--- config.mk ---
export PLATFORM = sky130hd
export DESIGN_NAME = div_datapath_flat
export DESIGN_NICKNAME = d
export VERILOG_FILES = /design/src/rtl/div_datapath_pkg.sv /design/src/rtl/div_datapath_if.sv /design/src/rtl/div_datapath_alu.sv /design/src/rtl/div_datapath.sv /design/src/flat_wrapper.sv
export SDC_FILE = /design/constraint.sdc
export NUM_CORES = 1
export LEC_CHECK = 0
export CORE_MARGIN = 5
export CORE_UTILIZATION = 58
export DETAILED_ROUTE_END_ITERATION = 10
export PLACE_DENSITY = 0.92
export SYNTH_ARGS = -nofsm -noshare
export SYNTH_HDL_FRONTEND = slang
export SYNTH_SLANG_ARGS = --single-unit
--- constraint.sdc ---
create_clock -name clk -period 6.09 [get_ports clk]
set_input_delay 1.218 -clock clk [delete_from_list [all_inputs] [get_ports clk]]
set_output_delay 1.218 -clock clk [all_outputs]
set_load 0.03 [all_outputs]
--- src/rtl/div_datapath_pkg.sv ---
// Shared constants, command codes and decoded-op enum for the divider datapath.
// Contents: DIV_W, SUBU_* ALU command codes, div_op_e.
package div_pkg;

  localparam int DIV_W = 32;

  localparam logic [5:0] SUBU_NOP = 6'b000000;
  localparam logic [5:0] SUBU_ADD = 6'b000001;
  localparam logic [5:0] SUBU_SUB = 6'b000010;

  typedef enum logic [2:0] {
    OP_NONE,
    OP_LOAD,
    OP_SRL,
    OP_SLL,
    OP_W,
    OP_SUB,
    OP_ADD
  } div_op_e;

endpackage

--- src/rtl/div_datapath_if.sv ---
// Command/operand/result bundle between divider control FSM and datapath.
// master: FSM side (drives commands, operands); slave: datapath side.
interface div_datapath_if;
  import div_pkg::*;

  logic [DIV_W-1:0] Dividend;
  logic [DIV_W-1:0] Divisor;
  logic [5:0]       Subu_ctrl;
  logic             W_ctrl;
  logic             SLL_ctrl;
  logic             SRL_ctrl;
  logic             Neg_Rem;
  logic [DIV_W-1:0] Quotient;
  logic [DIV_W-1:0] Remainder;

  modport master (
    output Dividend, Divisor,
    output Subu_ctrl, W_ctrl,
    output SLL_ctrl, SRL_ctrl,
    input  Neg_Rem, Quotient, Remainder
  );

  modport slave (
    input  Dividend, Divisor,
    input  Subu_ctrl, W_ctrl,
    input  SLL_ctrl, SRL_ctrl,
    output Neg_Rem, Quotient, Remainder
  );

endinterface

--- src/rtl/div_datapath_alu.sv ---
// Combinational 33-bit ALU: h - d, a + d, and unsigned h < d.
// Ports: h, a (33b), d (WIDTH), diff, sum (33b), lt.
module div_alu #(
  parameter int WIDTH = 32
) (
  input  logic [WIDTH:0]   h,
  input  logic [WIDTH:0]   a,
  input  logic [WIDTH-1:0] d,
  output logic [WIDTH:0]   diff,
  output logic [WIDTH:0]   sum,
  output logic             lt
);

  logic [WIDTH:0] dx;

  assign dx   = {1'b0, d};
  assign diff = h - dx;
  assign sum  = a + dx;
  assign lt   = h < dx;

endmodule

--- src/rtl/div_datapath.sv ---
// Restoring-division datapath: remainder/quotient shift register, divisor, ALU.
// Ports: clk, Reset (sync, active-high), bus (slave: commands in, results out).
module div_datapath
  import div_pkg::*;
#(
  parameter int WIDTH = DIV_W
) (
  input logic           clk,
  input logic           Reset,
  div_datapath_if.slave bus
);

  logic [2*WIDTH:0] r;
  logic [WIDTH-1:0] d;
  logic [WIDTH:0]   a;
  logic             neg;
  logic             a_pend;
  logic             sub_seen;

  logic [WIDTH:0]   h;
  logic [WIDTH:0]   diff;
  logic [WIDTH:0]   sum;
  logic             lt;
  div_op_e          op;

  assign h = r[2*WIDTH:WIDTH];

  div_alu #(.WIDTH(WIDTH)) u_alu (
    .h    (h),
    .a    (a),
    .d    (d),
    .diff (diff),
    .sum  (sum),
    .lt   (lt)
  );

  // Several pulses may coincide; only the
  // highest-priority one runs, the rest drop.
  always_comb begin
    op = OP_NONE;
    priority case (1'b1)
      Reset:        op = OP_LOAD;
      bus.SRL_ctrl: op = OP_SRL;
      bus.SLL_ctrl: op = OP_SLL;
      bus.W_ctrl:   op = OP_W;
      (bus.Subu_ctrl == SUBU_SUB):
                    op = OP_SUB;
      (bus.Subu_ctrl == SUBU_ADD):
                    op = OP_ADD;
      default:      op = OP_NONE;
    endcase
  end

  always_ff @(posedge clk) begin
    unique case (op)
      OP_LOAD: begin
        r        <= {{(WIDTH+1){1'b0}}, bus.Dividend};
        d        <= bus.Divisor;
        a        <= '0;
        neg      <= 1'b0;
        a_pend   <= 1'b0;
        sub_seen <= 1'b0;
      end
      OP_SRL: r[2*WIDTH:WIDTH] <= {1'b0, h[WIDTH:1]};
      // Quotient bit is 0 until a SUB has
      // been seen (first shift after load).
      OP_SLL: r <= {r[2*WIDTH-1:0], sub_seen & ~neg};
      OP_W: begin
        if (a_pend) begin
          r[2*WIDTH:WIDTH] <= a;
          a_pend           <= 1'b0;
        end
      end
      OP_SUB: begin
        a        <= diff;
        neg      <= lt;
        a_pend   <= 1'b1;
        sub_seen <= 1'b1;
      end
      OP_ADD: begin
        a      <= sum;
        a_pend <= 1'b1;
      end
      default: ;
    endcase
  end

  assign bus.Neg_Rem   = neg;
  assign bus.Quotient  = r[WIDTH-1:0];
  assign bus.Remainder = r[2*WIDTH-1:WIDTH];

endmodule
--- src/flat_wrapper.sv ---
// flat-port wrapper written by rule: the top's interface ports become plain ports
module div_datapath_flat import div_pkg::*;
#(
  parameter int WIDTH = DIV_W
)
  (clk, Reset, bus_Dividend, bus_Divisor, bus_Subu_ctrl, bus_W_ctrl, bus_SLL_ctrl, bus_SRL_ctrl, bus_Neg_Rem, bus_Quotient, bus_Remainder);
  div_datapath_if bus_i ();
  input logic clk;
  input logic Reset;
  input wire logic [$bits(bus_i.Dividend)-1:0] bus_Dividend;
  input wire logic [$bits(bus_i.Divisor)-1:0] bus_Divisor;
  input wire logic [$bits(bus_i.Subu_ctrl)-1:0] bus_Subu_ctrl;
  input wire logic [$bits(bus_i.W_ctrl)-1:0] bus_W_ctrl;
  input wire logic [$bits(bus_i.SLL_ctrl)-1:0] bus_SLL_ctrl;
  input wire logic [$bits(bus_i.SRL_ctrl)-1:0] bus_SRL_ctrl;
  output wire logic [$bits(bus_i.Neg_Rem)-1:0] bus_Neg_Rem;
  output wire logic [$bits(bus_i.Quotient)-1:0] bus_Quotient;
  output wire logic [$bits(bus_i.Remainder)-1:0] bus_Remainder;
  assign bus_i.Dividend = bus_Dividend;
  assign bus_i.Divisor = bus_Divisor;
  assign bus_i.Subu_ctrl = bus_Subu_ctrl;
  assign bus_i.W_ctrl = bus_W_ctrl;
  assign bus_i.SLL_ctrl = bus_SLL_ctrl;
  assign bus_i.SRL_ctrl = bus_SRL_ctrl;
  assign bus_Neg_Rem = bus_i.Neg_Rem;
  assign bus_Quotient = bus_i.Quotient;
  assign bus_Remainder = bus_i.Remainder;
  div_datapath #(.WIDTH(WIDTH)) u_core (.clk(clk), .Reset(Reset), .bus(bus_i));
endmodule
# Word-level counts from Yosys, hierarchy flattened
# Index checks and enable logic that the tools add are counted.
[totals]
out_inout_bits = 65
input_bits = 75
reg_bits = 133
[op_classes]
n_reduce_logical = 8
add_sub_neg = 2
n_eq_ne = 9
bitwise = 2
n_lt_le_gt_ge = 1
muxes = 13
[op_table]
columns = ["operator", "n"]
rows = [
  ["case mux 33 bit (4 select lines)", 1],
  ["case mux 33 bit (3 select lines)", 1],
  ["case mux 32 bit (2 select lines)", 1],
  ["adder 33 x 32 -> 33 bit", 1],
  ["< comparator 33 x 32 -> 1 bit", 1],
  ["2-to-1 mux 33 bit", 1],
  ["subtractor 33 x 32 -> 33 bit", 1],
  ["2-to-1 mux 3 bit", 6],
  ["equality test 3 bit, second input constant", 3],
  ["equality test 3 x 2 -> 1 bit, second input constant", 2],
  ["equality test 6 x 1 -> 1 bit, second input constant", 1],
  ["equality test 6 x 2 -> 1 bit, second input constant", 1],
  ["case mux 1 bit (2 select lines)", 3],
  ["nonzero test 2 bit", 3],
  ["nonzero test 4 bit", 1],
  ["OR reduction 2 bit", 2],
  ["equality test 3 x 1 -> 1 bit, second input constant", 1],
  ["nonzero test 3 bit", 1],
  ["!= test 2 x 1 -> 1 bit, second input constant", 1],
  ["AND reduction 2 bit", 1],
  ["AND 1 bit", 1],
  ["inverter 1 bit", 1],
]

# Longest topological paths before layout
[logic_depth]
word_depth = 10
mapped_depth = 11
ltp_nobuf = 11

# Cells and area by module
# Synthesis repeated with hierarchy kept, for this count alone.
[hier_totals]
cells_unflattened = 891
area_unflattened_um2 = 9541.7
[modules_own_cells]
columns = ["module", "area_per_inst_um2", "seq_area_each_um2", "cells_per_inst", "instances"]
rows = [
  ["div_datapath", 6208.5, 3993.8, 417, 1],
  ["div_alu", 3333.2, 0.0, 474, 1],
]

# Least setup slack after synthesis
# Ideal clock, no wire load.
[synth_timing]
kind = "input port to flip-flop"
startpoint = "input port bus_Subu_ctrl[3]"
endpoint = "register u_core.r[0], enable pin"
required_ns = 5.715
t_arrival_ns = 3.156
setup_time_ns = 0.375
path_buffers = 1
cell_stages = 6
setup_slack_ns = 2.559
cell_sequence = "or4_4 -> nor4b_4 -> nor2_1 -> nor3_4 -> buf_2 -> or2_2"
[synth_via]
elab_chain_cells = 9
elab_cells_between_ends = 11
[synth_rtl]
columns = ["item", "line", "rtl"]
rows = [
  ["start: declaration", "flat_wrapper.sv:12", "input wire logic [$bits(bus_i.Subu_ctrl)-1:0] bus_Subu_ctrl;"],
  ["equality test 6 x 1 -> 1 bit", "div_datapath.sv:48", "(bus.Subu_ctrl == SUBU_ADD):"],
  ["2-to-1 mux 3 bit", "div_datapath.sv:41", "priority case (1'b1)"],
  ["2-to-1 mux 3 bit (*) (5 in a row)", "div_datapath.sv:41", ""],
  ["equality test 3 x 1 -> 1 bit / equality test 3 x 2 -> 1 bit (equally long branches)", "div_datapath.sv:55", "unique case (op)"],
  ["nonzero test 2 bit (no source line) (*)", "-", ""],
  ["end signal: assignment", "div_datapath.sv:57", "r <= {{(WIDTH+1){1'b0}}, bus.Dividend};"],
  ["end signal: indexed assignment", "div_datapath.sv:64", "OP_SRL: r[2*WIDTH:WIDTH] <= {1'b0, h[WIDTH:1]};"],
  ["end signal: assignment", "div_datapath.sv:67", "OP_SLL: r <= {r[2*WIDTH-1:0], sub_seen & ~neg};"],
  ["end: declaration", "div_datapath.sv:13", "logic [2*WIDTH:0] r;"],
]
# Every way passes the cells marked *; elsewhere a longest branch is shown, timed or not.
# A chain may end at the register's enable or synchronous reset.

# Worst setup path in the final report
[layout_timing]
startpoint = "input port bus_Subu_ctrl[2]"
endpoint = "register u_core.r[53], data pin"
[layout_via]
elab_chain_cells = 9
elab_cells_between_ends = 13
[layout_rtl]
columns = ["item", "line"]
rows = [
  ["equality test 6 x 1 -> 1 bit", "div_datapath.sv:48"],
  ["2-to-1 mux 3 bit", "div_datapath.sv:41"],
  ["2-to-1 mux 3 bit (*) (5 in a row)", "div_datapath.sv:41"],
  ["equality test 3 bit (tied with other cells)", "div_datapath.sv:55"],
  ["case mux 33 bit (4 select lines) (*)", "div_datapath.sv:55"],
]
# Marked as above.

==> summary.md <==
| Metric | Value |
|---|---|
| Layout Cell Area excl Fill | 11300 sq um |
| Path type of the worst setup path | in2reg |
| Synthesized instance count | 952 |
| CP max FO | 18 |
| Worst Setup Start Kind | input pin |
| Routed WL per cell | 20.5 um |
| Core area | 16500 sq um |
| Max-Cap Viols | 0 |
| Inserted Diodes | 0 |
| DRT Wirelength | 25.6 mm |
| TritonCTS buffer count | 17 |
| Minimum hold slack | 0.570 ns |
| Crit-path max cell delay | 0.57 ns |
| Pwr/cell area | 259 nW/um^2 |
| Layout cells sized above 1 | 0.0788 |
| Reg2reg start | u_core.d[0] |
| Area leader, netlist | edfxtp_1 |
| Clock slew at reported path FFs | 0.06 ns |
| Worst Hold Class | reg2reg |
| IO Port Bufs | 139 |
| Final period utilization | 0.636 |
| Distinct cell type count after synthesis | 72 |
| Count of final max-slew check failures | 0 |
| Drt pass-1 iters | 5 |
| Root Driver | clkbuf_16 |
| Final-report hold violation count | 0 |
| GRT overflow | 0 |
| Placed wire-length estimate | 18.4 mm |
| # fillers | 1203 |
| Die ar. | 19300 sq um |
| CTS tree | yes |
| Overall Power | 2.93 mW |
| Number of global-route vias before repair | 7686 |
| Worst r2r dst | u_core.a[32] |
| First-pass GRT wire length | 40.9 mm |
| Initial core utilization | 0.586 |
| CP Buf/Inv Count | 2 |
| Worst Tran Pin Value | 1.30 ns |
| Hold_buf cts | 0 |
| Post-route ant nets | 0 |
| Die W | 139 um |
| Slowest CP cell | or4_4 |
| Final number of setup-violating endpoints | 0 |
| Worst setup EP type | flip-flop |
| Setup Slack @ Placement | 1.74 ns |
| Setup tns final | 0 ns |
| Max VDD drop | 228 uV |
| Placed instance count | 1217 |
| Asr flop ratio synth | 0 |
| Gp weighted congestion | 0.983 |
| Yosys warnings | 0 |
| Leak pwr | 4.49 nW |
| Crit path cell chain | clkdlybuf4s50_1 -> or4_4 -> nor4b_4 -> nor2_1 -> nor2_4 -> buf_4 -> mux2i_1 -> o21ai_0 |
| Yosys reg bits | 133 |
| I/O pin count | 140 |
| Total placed instance area | 10700 sq um |
| Global Route Usage Sum | 0.264 |
| Worst-case clock skew | 0.00669 ns |
| Most frequent cells after synthesis | 133 x edfxtp_1, 80 x nand2_1, 69 x buf_4 |
| Min setup slack post-route | 2.21 ns |
| Crit-path leading delay family | simple AND/OR/NAND/NOR gates |
| Most frequent cell after synthesis | edfxtp_1 |
| Final nets | 1157 |
| H-tree depth reported by CTS | 4 |
| Worst setup path end | u_core.r[53] |
| Final design utilization | 0.688 |
| Levels on crit path | 8 |
| Post-Syn Area | 9660 sq um |
| Vias | 7809 |
| Sequential cell area fraction in the yosys report | 0.414 |
| Status | finished, final reports clean |
| Reg area | 3990 sq um |
| Reg2Reg Setup Slack | 2.61 ns |
| Critical path startpoint | bus_Subu_ctrl[2] |
| Row count | 47 |
| Post-synth EDFFs | 133 |
| Largest net degree at the start of global routing | 38 |
| Worst EP required | 6.24 ns |
| DRT iter0 DRCs | 781 |
| Post-CTS setup buffers | 0 |
| Num Clock Sinks | 133 |
| Max frequency | 258 MHz |
| Max Root-Sink Buffers | 2 |
| Fin crit period | 3.88 ns |
| Initial antenna violation count | 0 |
| Multi-input logic area | 4830 sq um |
| Net Count, Synth | 1093 |
| RSZ-0062 raised after global routing | no |
| Most used DFF post-synth | edfxtp_1 |
| Critical Path AT | 4.02 ns |
| Synth area leaders | edfxtp_1 41%, ha_1 8.3%, buf_4 5.4%, mux2i_1 3.6%, a21oi_1 3.3% |
| Post-synth top area share | 0.414 |
| Fin cells | 1248 |
| Skew-Pair Late Insertion Delay | 0.43 ns |
| Chip height | 139 um |
| Drt drc | 0 |
| Syn-to-layout area delta | 17.2% |
| Vias per cell | 6.26 |
| Headroom to the max-slew limit | 0.113 |
| Post-synthesis area per instance | 10.1 sq um |
| FF-to-FF path depth | 10 |
| CTS resizes | 0 |
## state kept, by name (all words and copies together) (netlist names)
name,flops
u_core.a,33
u_core.a_pend,1
u_core.bus.Neg_Rem,1
u_core.d,32
u_core.r,65
u_core.sub_seen,1
## worst min-delay path by stage
| stage | slack, ns | start | depth (start not counted) | endpoint |
|---|---|---|---|---|
| 2_1_floorplan | 0.53 | u_core.a[4] | 2 | u_core.r[36] |
| 3_3_place_gp | 0.54 | u_core.sub_seen | 2 | u_core.r[0] |
| 3_5_place_dp | 0.56 | u_core.a[0] | 2 | u_core.r[32] |
| 4_1_cts | 0.57 | u_core.a[0] | 2 | u_core.r[32] |
| 5_1_grt | 0.59 | u_core.r[29] | 1 | u_core.r[30] |
| 6_report | 0.57 | u_core.a[12] | 2 | u_core.r[44] |
## layout by cell type (no fill, tap or decap), types with 7 or more instances in the layout
master and count:
nor2b_1 7, buf_4 7, edfxtp_1 133, a31oi_1 14, and3_1 9, nand4_1 8
nor2_1 36, clkbuf_16 17, o21ai_0 56, nand3_1 21, a21o_1 27, nand2_1 80
mux2i_1 35, o211ai_1 7, nand2b_1 8, xor2_1 21, nor3_1 9, ha_1 64
inv_1 49, mux2_2 27, o21a_1 11, o21bai_1 9, a211oi_1 9, o22ai_1 22
o21ai_1 11, xnor2_1 33, clkdlybuf4s50_1 138, a21oi_1 63
## tightest hold or removal path: cells and delay by family (launching register included)
kind,cells,cell delay (ns)
simple gates,1,0.05
flops,1,0.35
compound gates,1,0.06
## report_power, final
group	internal, mW	switching (mW)	total [mW]
Combinational	0.314	0.415	0.729
Clock	0.677	0.391	1.07
Sequential	1.08	0.0562	1.14
## per-layer routing
layer	share of wire	track usage
met5	0	0
met4	0.023	0.0870
met3	0.079	0.0555
met2	0.49	0.444
met1	0.41	0.341
## cell families after synthesis
kind of cell | count (synthesis) | share of synthesized area
AO/OA/AOI/OAI | 270 | 0.181
AND/OR/NAND/NOR | 211 | 0.109
buffers and inverters | 151 | 0.0867
flip-flops | 133 | 0.414
multiplexers | 67 | 0.0740
adder cells (fa/ha/maj) | 66 | 0.0871
XOR/XNOR | 54 | 0.0490
## layout make-up
cell class                 instances  area share
clock inverter                    11      0.0140
multi-input combinational        668       0.427
inverter                          50      0.0166
clock buffer                      20      0.0386
sequential                       133       0.353
tap                              220      0.0243
timing repair buffer             146       0.127
No activity file was read; power rests on OpenSTA's default activity.
